==> config.mk <==
export PLATFORM = sky130hd
export DESIGN_NAME = coin_input_conditioner_flat
export DESIGN_NICKNAME = d
export VERILOG_FILES = /design/src/rtl/coin_pkg.sv /design/src/rtl/coin_input_conditioner_if.sv /design/src/rtl/coin_debounce.sv /design/src/rtl/coin_input_conditioner.sv /design/src/flat_wrapper.sv
export SDC_FILE = /design/constraint.sdc
export NUM_CORES = 1
export LEC_CHECK = 0
export ABC_AREA = 1
export BUFFER_PORTS_ARGS = -buffer_cell sky130_fd_sc_hd__buf_2
export CORE_MARGIN = 1.5
export CORE_UTILIZATION = 53
export CTS_BUF_LIST = sky130_fd_sc_hd__clkbuf_8 sky130_fd_sc_hd__clkbuf_16
export DETAILED_ROUTE_END_ITERATION = 16
export PLACE_DENSITY = 0.72
export SLEW_MARGIN = 20
export SYNTH_ARGS = -nofsm -noshare
export SYNTH_HDL_FRONTEND = slang
export SYNTH_HIERARCHICAL = 1
export SYNTH_SLANG_ARGS = --single-unit
==> constraint.sdc <==
create_clock -name clk -period 4.3 [get_ports clk]
set_input_delay 0.215 -clock clk [delete_from_list [all_inputs] [get_ports clk]]
set_output_delay 0.215 -clock clk [all_outputs]
set_load 0.01 [all_outputs]
==> src/rtl/coin_pkg.sv <==
// Purpose : shared coin definitions for the conditioner and the downstream accumulator.
// Latency : n/a (types and constants only).
// Backpressure : n/a.
// Contents: coin_t channel index enum, NUM_COINS, coin values in cents, coin_value() lookup.
package coin_pkg;

  typedef enum logic [1:0] {
    COIN_NICKEL  = 2'd0,
    COIN_DIME    = 2'd1,
    COIN_QUARTER = 2'd2
  } coin_t;

  localparam int NUM_COINS = 3;

  localparam int COIN_VALUE_NICKEL  = 5;
  localparam int COIN_VALUE_DIME    = 10;
  localparam int COIN_VALUE_QUARTER = 25;

  // Value in cents for a channel; used by the accumulator.
  function automatic int coin_value(input coin_t c);
    case (c)
      COIN_NICKEL:  return COIN_VALUE_NICKEL;
      COIN_DIME:    return COIN_VALUE_DIME;
      COIN_QUARTER: return COIN_VALUE_QUARTER;
      default:      return 0;
    endcase
  endfunction

endpackage

==> src/rtl/coin_input_conditioner_if.sv <==
// Purpose : coin pulse bus between the input conditioner and the accumulator.
// Latency : n/a (wires only).
// Backpressure : hold from the accumulator suppresses pulses; coins stay buffered upstream.
// Signals: hold, clr_overflow (accumulator -> conditioner);
//          nickel, dime, quarter, overflow, busy (conditioner -> accumulator).
interface coin_input_conditioner_if;
  logic hold;
  logic clr_overflow;
  logic nickel;
  logic dime;
  logic quarter;
  logic overflow;
  logic busy;

  // master: the conditioner producing pulses
  modport master (
    input  hold,
    input  clr_overflow,
    output nickel,
    output dime,
    output quarter,
    output overflow,
    output busy
  );

  // slave: the accumulator consuming pulses
  modport slave (
    output hold,
    output clr_overflow,
    input  nickel,
    input  dime,
    input  quarter,
    input  overflow,
    input  busy
  );
endinterface

==> src/rtl/coin_debounce.sv <==
// Purpose : one coin channel: 2-flop sync, debounce counter, insert-edge detect.
// Latency : insert_o fires on the edge the debounced level goes active, DEBOUNCE_CYCLES+2 edges after the raw line is first sampled.
// Backpressure : none; runs freely every cycle.
// Ports: clk, reset_n (async active-low), raw_n_i (raw active-low sensor), insert_o (1-cycle combinational insert strobe).
module coin_debounce #(
  parameter int DEBOUNCE_CYCLES = 16
) (
  input  logic clk,
  input  logic reset_n,
  input  logic raw_n_i,
  output logic insert_o
);

  localparam int CW = (DEBOUNCE_CYCLES > 2) ? $clog2(DEBOUNCE_CYCLES) : 1;
  localparam logic [CW-1:0] CNT_LAST = CW'(DEBOUNCE_CYCLES - 1);

  logic          sync1_q, sync2_q;
  logic          level_q, level_d;   // debounced level, active-low like the sensor
  logic [CW-1:0] cnt_q, cnt_d;

  always_ff @(posedge clk or negedge reset_n) begin
    if (!reset_n) begin
      sync1_q <= 1'b1;
      sync2_q <= 1'b1;
      level_q <= 1'b1;
      cnt_q   <= '0;
    end else begin
      sync1_q <= raw_n_i;
      sync2_q <= sync1_q;
      level_q <= level_d;
      cnt_q   <= cnt_d;
    end
  end

  // Any agreement between synced value and level restarts the count, so a
  // mismatch must persist DEBOUNCE_CYCLES consecutive edges to be accepted.
  always_comb begin
    level_d  = level_q;
    cnt_d    = '0;
    insert_o = 1'b0;
    if (sync2_q != level_q) begin
      if (cnt_q == CNT_LAST) begin
        level_d  = sync2_q;
        // Only the inactive->active (1->0) transition is a coin.
        insert_o = ~sync2_q;
      end else begin
        cnt_d = cnt_q + CW'(1);
      end
    end
  end

endmodule

==> src/rtl/coin_input_conditioner.sv <==
// Purpose : turns three bouncy async coin sensors into clean one-hot coin pulses.
// Latency : pulse register sets DEBOUNCE_CYCLES+3 edges after the raw line is first sampled (uncontended, hold=0).
// Backpressure : hold=1 stops grants; coins buffer up to PEND_MAX per channel, extra coins set sticky overflow.
// Ports: clk, reset_n (async active-low), coin_raw_n[2:0] (bit0 nickel, bit1 dime, bit2 quarter, active-low),
//        bus (master): hold, clr_overflow in; nickel, dime, quarter, overflow, busy out.
module coin_input_conditioner
  import coin_pkg::*;
#(
  parameter int DEBOUNCE_CYCLES = 16,
  parameter int PEND_MAX        = 3
) (
  input  logic                     clk,
  input  logic                     reset_n,
  input  logic [NUM_COINS-1:0]     coin_raw_n,
  coin_input_conditioner_if.master bus
);

  localparam int PW = $clog2(PEND_MAX + 1);
  localparam logic [PW-1:0] PEND_FULL = PW'(PEND_MAX);

  logic [NUM_COINS-1:0] insert;
  logic [NUM_COINS-1:0] gnt;
  logic [PW-1:0]        pend_q [NUM_COINS];
  logic [PW-1:0]        pend_d [NUM_COINS];
  logic [NUM_COINS-1:0] pulse_q;
  logic                 ovf_q, ovf_d;
  logic                 ovf_set;
  logic                 busy_q, busy_d;

  for (genvar g = 0; g < NUM_COINS; g++) begin : g_chan
    coin_debounce #(
      .DEBOUNCE_CYCLES(DEBOUNCE_CYCLES)
    ) u_deb (
      .clk      (clk),
      .reset_n  (reset_n),
      .raw_n_i  (coin_raw_n[g]),
      .insert_o (insert[g])
    );
  end

  // Fixed priority quarter > dime > nickel, off the registered counts so the
  // grant never depends on a same-cycle insert.
  always_comb begin
    gnt = '0;
    if (!bus.hold) begin
      if (pend_q[COIN_QUARTER] != '0)     gnt[COIN_QUARTER] = 1'b1;
      else if (pend_q[COIN_DIME] != '0)   gnt[COIN_DIME]    = 1'b1;
      else if (pend_q[COIN_NICKEL] != '0) gnt[COIN_NICKEL]  = 1'b1;
    end
  end

  always_comb begin
    ovf_set = 1'b0;
    busy_d  = 1'b0;
    for (int i = 0; i < NUM_COINS; i++) begin
      pend_d[i] = pend_q[i];
      if (insert[i] && !gnt[i]) begin
        // A full channel drops the coin; a same-cycle grant makes room instead.
        if (pend_q[i] == PEND_FULL) ovf_set = 1'b1;
        else                        pend_d[i] = pend_q[i] + PW'(1);
      end else if (!insert[i] && gnt[i]) begin
        pend_d[i] = pend_q[i] - PW'(1);
      end
      if (pend_d[i] != '0) busy_d = 1'b1;
    end
    // Set wins over a simultaneous clear.
    if (ovf_set)               ovf_d = 1'b1;
    else if (bus.clr_overflow) ovf_d = 1'b0;
    else                       ovf_d = ovf_q;
  end

  always_ff @(posedge clk or negedge reset_n) begin
    if (!reset_n) begin
      for (int i = 0; i < NUM_COINS; i++) pend_q[i] <= '0;
      pulse_q <= '0;
      ovf_q   <= 1'b0;
      busy_q  <= 1'b0;
    end else begin
      for (int i = 0; i < NUM_COINS; i++) pend_q[i] <= pend_d[i];
      pulse_q <= gnt;
      ovf_q   <= ovf_d;
      busy_q  <= busy_d;
    end
  end

  assign bus.nickel   = pulse_q[COIN_NICKEL];
  assign bus.dime     = pulse_q[COIN_DIME];
  assign bus.quarter  = pulse_q[COIN_QUARTER];
  assign bus.overflow = ovf_q;
  assign bus.busy     = busy_q;

endmodule

==> src/flat_wrapper.sv <==
// flat-port wrapper written by rule: the top's interface ports become plain ports
module coin_input_conditioner_flat import coin_pkg::*;
#(
  parameter int DEBOUNCE_CYCLES = 16,
  parameter int PEND_MAX        = 3
)
  (clk, reset_n, coin_raw_n, bus_hold, bus_clr_overflow, bus_nickel, bus_dime, bus_quarter, bus_overflow, bus_busy);
  coin_input_conditioner_if bus_i ();
  input  logic clk;
  input  logic reset_n;
  input  logic [NUM_COINS-1:0] coin_raw_n;
  input wire logic [$bits(bus_i.hold)-1:0] bus_hold;
  input wire logic [$bits(bus_i.clr_overflow)-1:0] bus_clr_overflow;
  output wire logic [$bits(bus_i.nickel)-1:0] bus_nickel;
  output wire logic [$bits(bus_i.dime)-1:0] bus_dime;
  output wire logic [$bits(bus_i.quarter)-1:0] bus_quarter;
  output wire logic [$bits(bus_i.overflow)-1:0] bus_overflow;
  output wire logic [$bits(bus_i.busy)-1:0] bus_busy;
  assign bus_i.hold = bus_hold;
  assign bus_i.clr_overflow = bus_clr_overflow;
  assign bus_nickel = bus_i.nickel;
  assign bus_dime = bus_i.dime;
  assign bus_quarter = bus_i.quarter;
  assign bus_overflow = bus_i.overflow;
  assign bus_busy = bus_i.busy;
  coin_input_conditioner #(.DEBOUNCE_CYCLES(DEBOUNCE_CYCLES), .PEND_MAX(PEND_MAX)) u_core (.clk(clk), .reset_n(reset_n), .coin_raw_n(coin_raw_n), .bus(bus_i));
endmodule
* Word-level counts from Yosys, hierarchy flattened
Cells that the tools add are included.
Widths: inputs -> output; s select.
** Storage, ports and cells
- Register bits :: 32
- Output and inout port bits :: 5
** Operators by class
- Reductions and logical operators :: 22
- Muxes and demuxes :: 38
- Add/subtract/negate cells :: 9
- Eq/ne operators :: 9
- Bitwise gates (word level) :: 3
** Operators by type and width (count)
- $mux 4 :: 6
- $mux 1 :: 21
- $mux 2 :: 10
- $reduce_bool 2->1 :: 7
- $add 4x1->4 const B :: 3
- $eq 4x4->1 const B :: 3
- $add 2x1->2 const B :: 3
- $eq 2x2->1 const B :: 3
- $logic_and 1x1->1 :: 6
- $logic_not 1->1 :: 6
- $reduce_and 2->1 :: 3
- $sub 2x1->2 const B :: 3
- $mux 3 :: 1
- $ne 1x1->1 :: 3
- $not 1->1 :: 3

* Logic depth before layout (Yosys ltp)
- Depth in word-level cells :: 13
- Mapped depth :: 11

* By module
The synthesis kept the hierarchy.
** Modules (own cells, without submodules)
- coin_debounce :: cells an instance 29, area each 301.5 µm², instances 3
- coin_input_conditioner :: cells an instance 92, area each 744.5 µm², instances 1

* Worst setup path after synthesis
Ideal clock, no wire load.
- Kind :: register to register
- Start :: reg u_core.g_chan[1].u_deb.cnt_q[0]
- End :: reg u_core.busy_q, in the netlist u_core/bus.busy
- Setup slack :: 2.817 ns
- Data arrival time :: 1.357 ns
- Path buffers :: 0
- Cell stages (with the launch flop) :: 11
- Period minus slack after synthesis :: 1.483 ns
- Cells stage by stage :: dfrtp_1 ha_1 nand3_2 nor3_2 inv_1 nand3_1 nand2_1 nand3_1 nand2_1 nor2_1 nand3_1
** RTL lines
- from (decl) :: RTL line coin_debounce.sv:19 : logic [CW-1:0] cnt_q, cnt_d;
- from (signal assigned) :: RTL line coin_debounce.sv:31 : cnt_q <= cnt_d;
- to (signal assigned) :: RTL line coin_input_conditioner.sv:82 : busy_q <= busy_d;
- to (decl) :: RTL line coin_input_conditioner.sv:28 : logic busy_q, busy_d;

==> flow_metrics.py <==
metrics = {
    "status": {
        "run_status": "completed",
    },
    "logic_synthesis": {
        "syn_avg_cell_area_sq_um": 9.21,
        "yosysTopAreaCellShare_pct": 34.9,
        "syn_area_sq_mm": 0.00165,
        "ys.flop_type": "dfrtp_1",
        "synth_edf_count": 0,
        "synth_cells": 179,
        "yosys.cell_types.count": 21,
        "yosysWarningCount": 6,
        "yosysMostFrequentCell": "nand2_1",
        "synthArstFlopShare_pct": 100,
        "synth_fp_nets": 200,
        "ys_top_cells_by_count": "nand2_1, inv_1, dfrtp_1",
        "synth.top_cells.by_area": "dfrtp_1, dfstp_2, ha_1, nand2_1, inv_1",
        "synth.yosys.seq_area_share_pct": 49.2,
        "yosysTopAreaCell": "dfrtp_1",
        "yosys_register_bits": 32,
    },
    "cells_and_area": {
        "final_core_util_pct": 61.7,
        "stdcell_count": 231,
        "diodes": 0,
        "nNetsFinal": 219,
        "syn_to_final_growth_pct": 12.3,
        "drive_above_1_share_pct": 23.2,
    },
    "place": {
        "place_congestion": 0.772,
        "portBuffers": 11,
        "place_inst": 223,
        "dpl.hpwl_microns": 2140,
        "pre_cts_slack_ns": 2.61,
    },
    "worst_setup_path": {
        "cp.required_ns": 4.46,
        "critical_path_class": "reg2reg",
        "crit_fanout": 4,
        "cp-start-kind": "flip-flop",
        "end_kind": "flip-flop",
        "worstPathArrival_ns": 1.85,
    },
    "clock_network": {
        "clkTransAtPathRegs_ns": 0.06,
        "post_cts_buffers": 0,
        "cts_max_level": 2,
        "worstSkewPairLatency_ns": 0.28,
        "clock-root-buffer": "clkbuf_8",
        "numClockSinks": 32,
        "cts_buffers": 5,
        "cts_hold_buf": 1,
        "cts_resized": 0,
        "clock_path_buffers": 2,
        "tritoncts": "built",
    },
    "floorplan": {
        "dieArea_sq_mm": 0.00346,
        "start_util_pct": 54.9,
        "die_w_microns": 58.8,
        "ios": 12,
        "fp.dieH_microns": 58.8,
        "core_sq_mm": 0.00300,
        "rows": 20,
    },
    "timing": {
        "grt_setup_unrepaired": "false",
        "setup_violations": 0,
        "fin_tns_setup_ns": 0,
        "fin_worst_skew_ns": 0.00467,
        "finalMaxSlewViolations": 0,
        "post-route-min-period_ns": 1.69,
        "finalWorstSetupSlack_ns": 2.61,
        "hold_viol_final": 0,
        "max_slew_margin_pct": 53.3,
        "worst_pin_slew_ns": 0.700,
        "max_freq_mhz": 591,
        "min_period_over_period_pct": 39.4,
    },
    "routing": {
        "drt_wl_total_microns": 2740,
        "avgViaCountPerCell": 5.16,
        "drt_iter0_drc": 53,
        "wl_per_cell_microns": 11.9,
        "ant_nets": 0,
        "vias": 1193,
        "drc": 0,
        "firstDrtPassIters": 4,
    },
    "run": {
        "maxCapViolCount": 0,
    },
    "global_routing": {
        "antenna_found_initial": 0,
        "grt_first_pass_wirelength_microns": 4910,
        "first_global_vias": 1154,
        "grt_overflow": 0,
        "grt_max_degree": 33,
        "track_usage_pct": 19.5,
    },
    "worst_hold_path": {
        "hold_path_class": "in2reg",
    },
    "power": {
        "peakVddDrop_mv": 0.228,
        "power.total_mw": 0.702,
        "power_density_mw_per_mm2": 379,
        "p_leak_nw": 0.910,
    },
}
layer usage:
metal / GRT usage, % / vias to the layer above / part of all wire [%]
met2: 34.6 / 18 / 54
met5: 0 / - / 0
met3: 3.96 / 6 / 2.9
met4: 11.7 / 0 / 2.1
met1: 21.2 / 570 / 41
li1: - / 599 / -
cells in the final DEF, fill, tap and decap left out:
| master | instances |
|---|---|
| nand2_1 | 31 |
| inv_1 | 29 |
| dfrtp_1 | 23 |
| nand3_1 | 18 |
| nor2_1 | 17 |
| ha_1 | 14 |
| buf_2 | 11 |
| dfstp_2 | 9 |
| clkbuf_8 | 7 |
| nand3_2 | 6 |
| nand2_2 | 5 |
| nand4_1 | 5 |
| o21ai_1 | 5 |
| xnor2_1 | 3 |
| nor3_2 | 3 |
| nor2_4 | 2 |
| or2_1 | 2 |
| nand3b_1 | 2 |
| dlygate4sd3_1 | 1 |
| inv_2 | 1 |
| nor2_2 | 1 |
| clkinv_1 | 1 |
| or2_2 | 1 |
| o2111ai_1 | 1 |
power by group:
| part | total, mW | switching (mW) | internal [mW] |
|---|---|---|---|
| sequential | 0.352 | 0.0221 | 0.330 |
| clock | 0.241 | 0.0992 | 0.142 |
| combinational | 0.108 | 0.0670 | 0.0415 |
critical path, cell delays in order (launching register included):
cell and delay (ns):
dfrtp_1 0.41, inv_1 0.12, ha_1 0.26, nand2_1 0.15, nor2_4 0.16, nand2_1 0.09
nand3_1 0.07, nand3_1 0.11, nor2_1 0.12, nand3_1 0.07
kinds of logic (layout without fill, tap and decap cells):
| group | after synthesis | count (layout) | synth area share [%] |
|---|---|---|---|
| xor gates and xnor gates | 3 | 3 | 1.59 |
| adders and majority gates | 14 | 14 | 10.6 |
| and+or+nand+nor | 93 | 93 | 29.4 |
| AOI/OAI and AO/OA | 6 | 6 | 2.05 |
| DFF | 32 | 32 | 49.2 |
| buffers and inverters | 31 | 50 | 7.06 |
metrics by stage:
step | instance area (sq um) | hold WS, ns
floorplan | 1650 | -0.0806
global placement | 1750 | 0.286
detailed placement | 1750 | 0.300
CTS | 1850 | 0.0200
global route | 1850 | 0.0222
finish | 1850 | 0.0290
registers in the layout (all words and copies together) (netlist names):
signal and flops:
u_core/g_chan.u_deb/cnt_q 12, u_core/bus.busy 1, u_core/pulse_q 3, u_core/pend_q 6, u_core/bus.overflow 1, u_core/g_chan.u_deb/level_q 3
u_core/g_chan.u_deb/sync1_q 3, u_core/g_chan.u_deb/sync2_q 3
area by class of cell:
class	instances	area, sq um
inverter	31	116
timing repair buffer	12	65.1
clock buffer	7	96.3
multi-input combinational	116	721
fill	267	1150
tap	33	41.3
sequential	32	812
worst paths after layout:
kind	from	end	slack (ns)	depth (start not counted)
setup reg to reg	u_core/pend_q[0]$_DFF_PN0_	u_core/bus.busy$_DFF_PN0_	2.61	9
hold reg to reg	u_core/g_chan[0].u_deb/sync1_q$_DFF_PN1_	u_core/g_chan[0].u_deb/sync2_q$_DFF_PN1_	0.36	0
min in group asynchronous	reset_n	u_core/pend_q[1]$_DFF_PN0_	0.52	2
hold / removal	coin_raw_n[2]	u_core/g_chan[2].u_deb/sync1_q$_DFF_PN1_	0.03	1
setup / recovery	u_core/pend_q[0]$_DFF_PN0_	u_core/bus.busy$_DFF_PN0_	2.61	9
max in group asynchronous	reset_n	u_core/g_chan[0].u_deb/cnt_q[0]$_DFF_PN0_	3.33	2
Note: power is estimated with default switching activity, not from simulation.
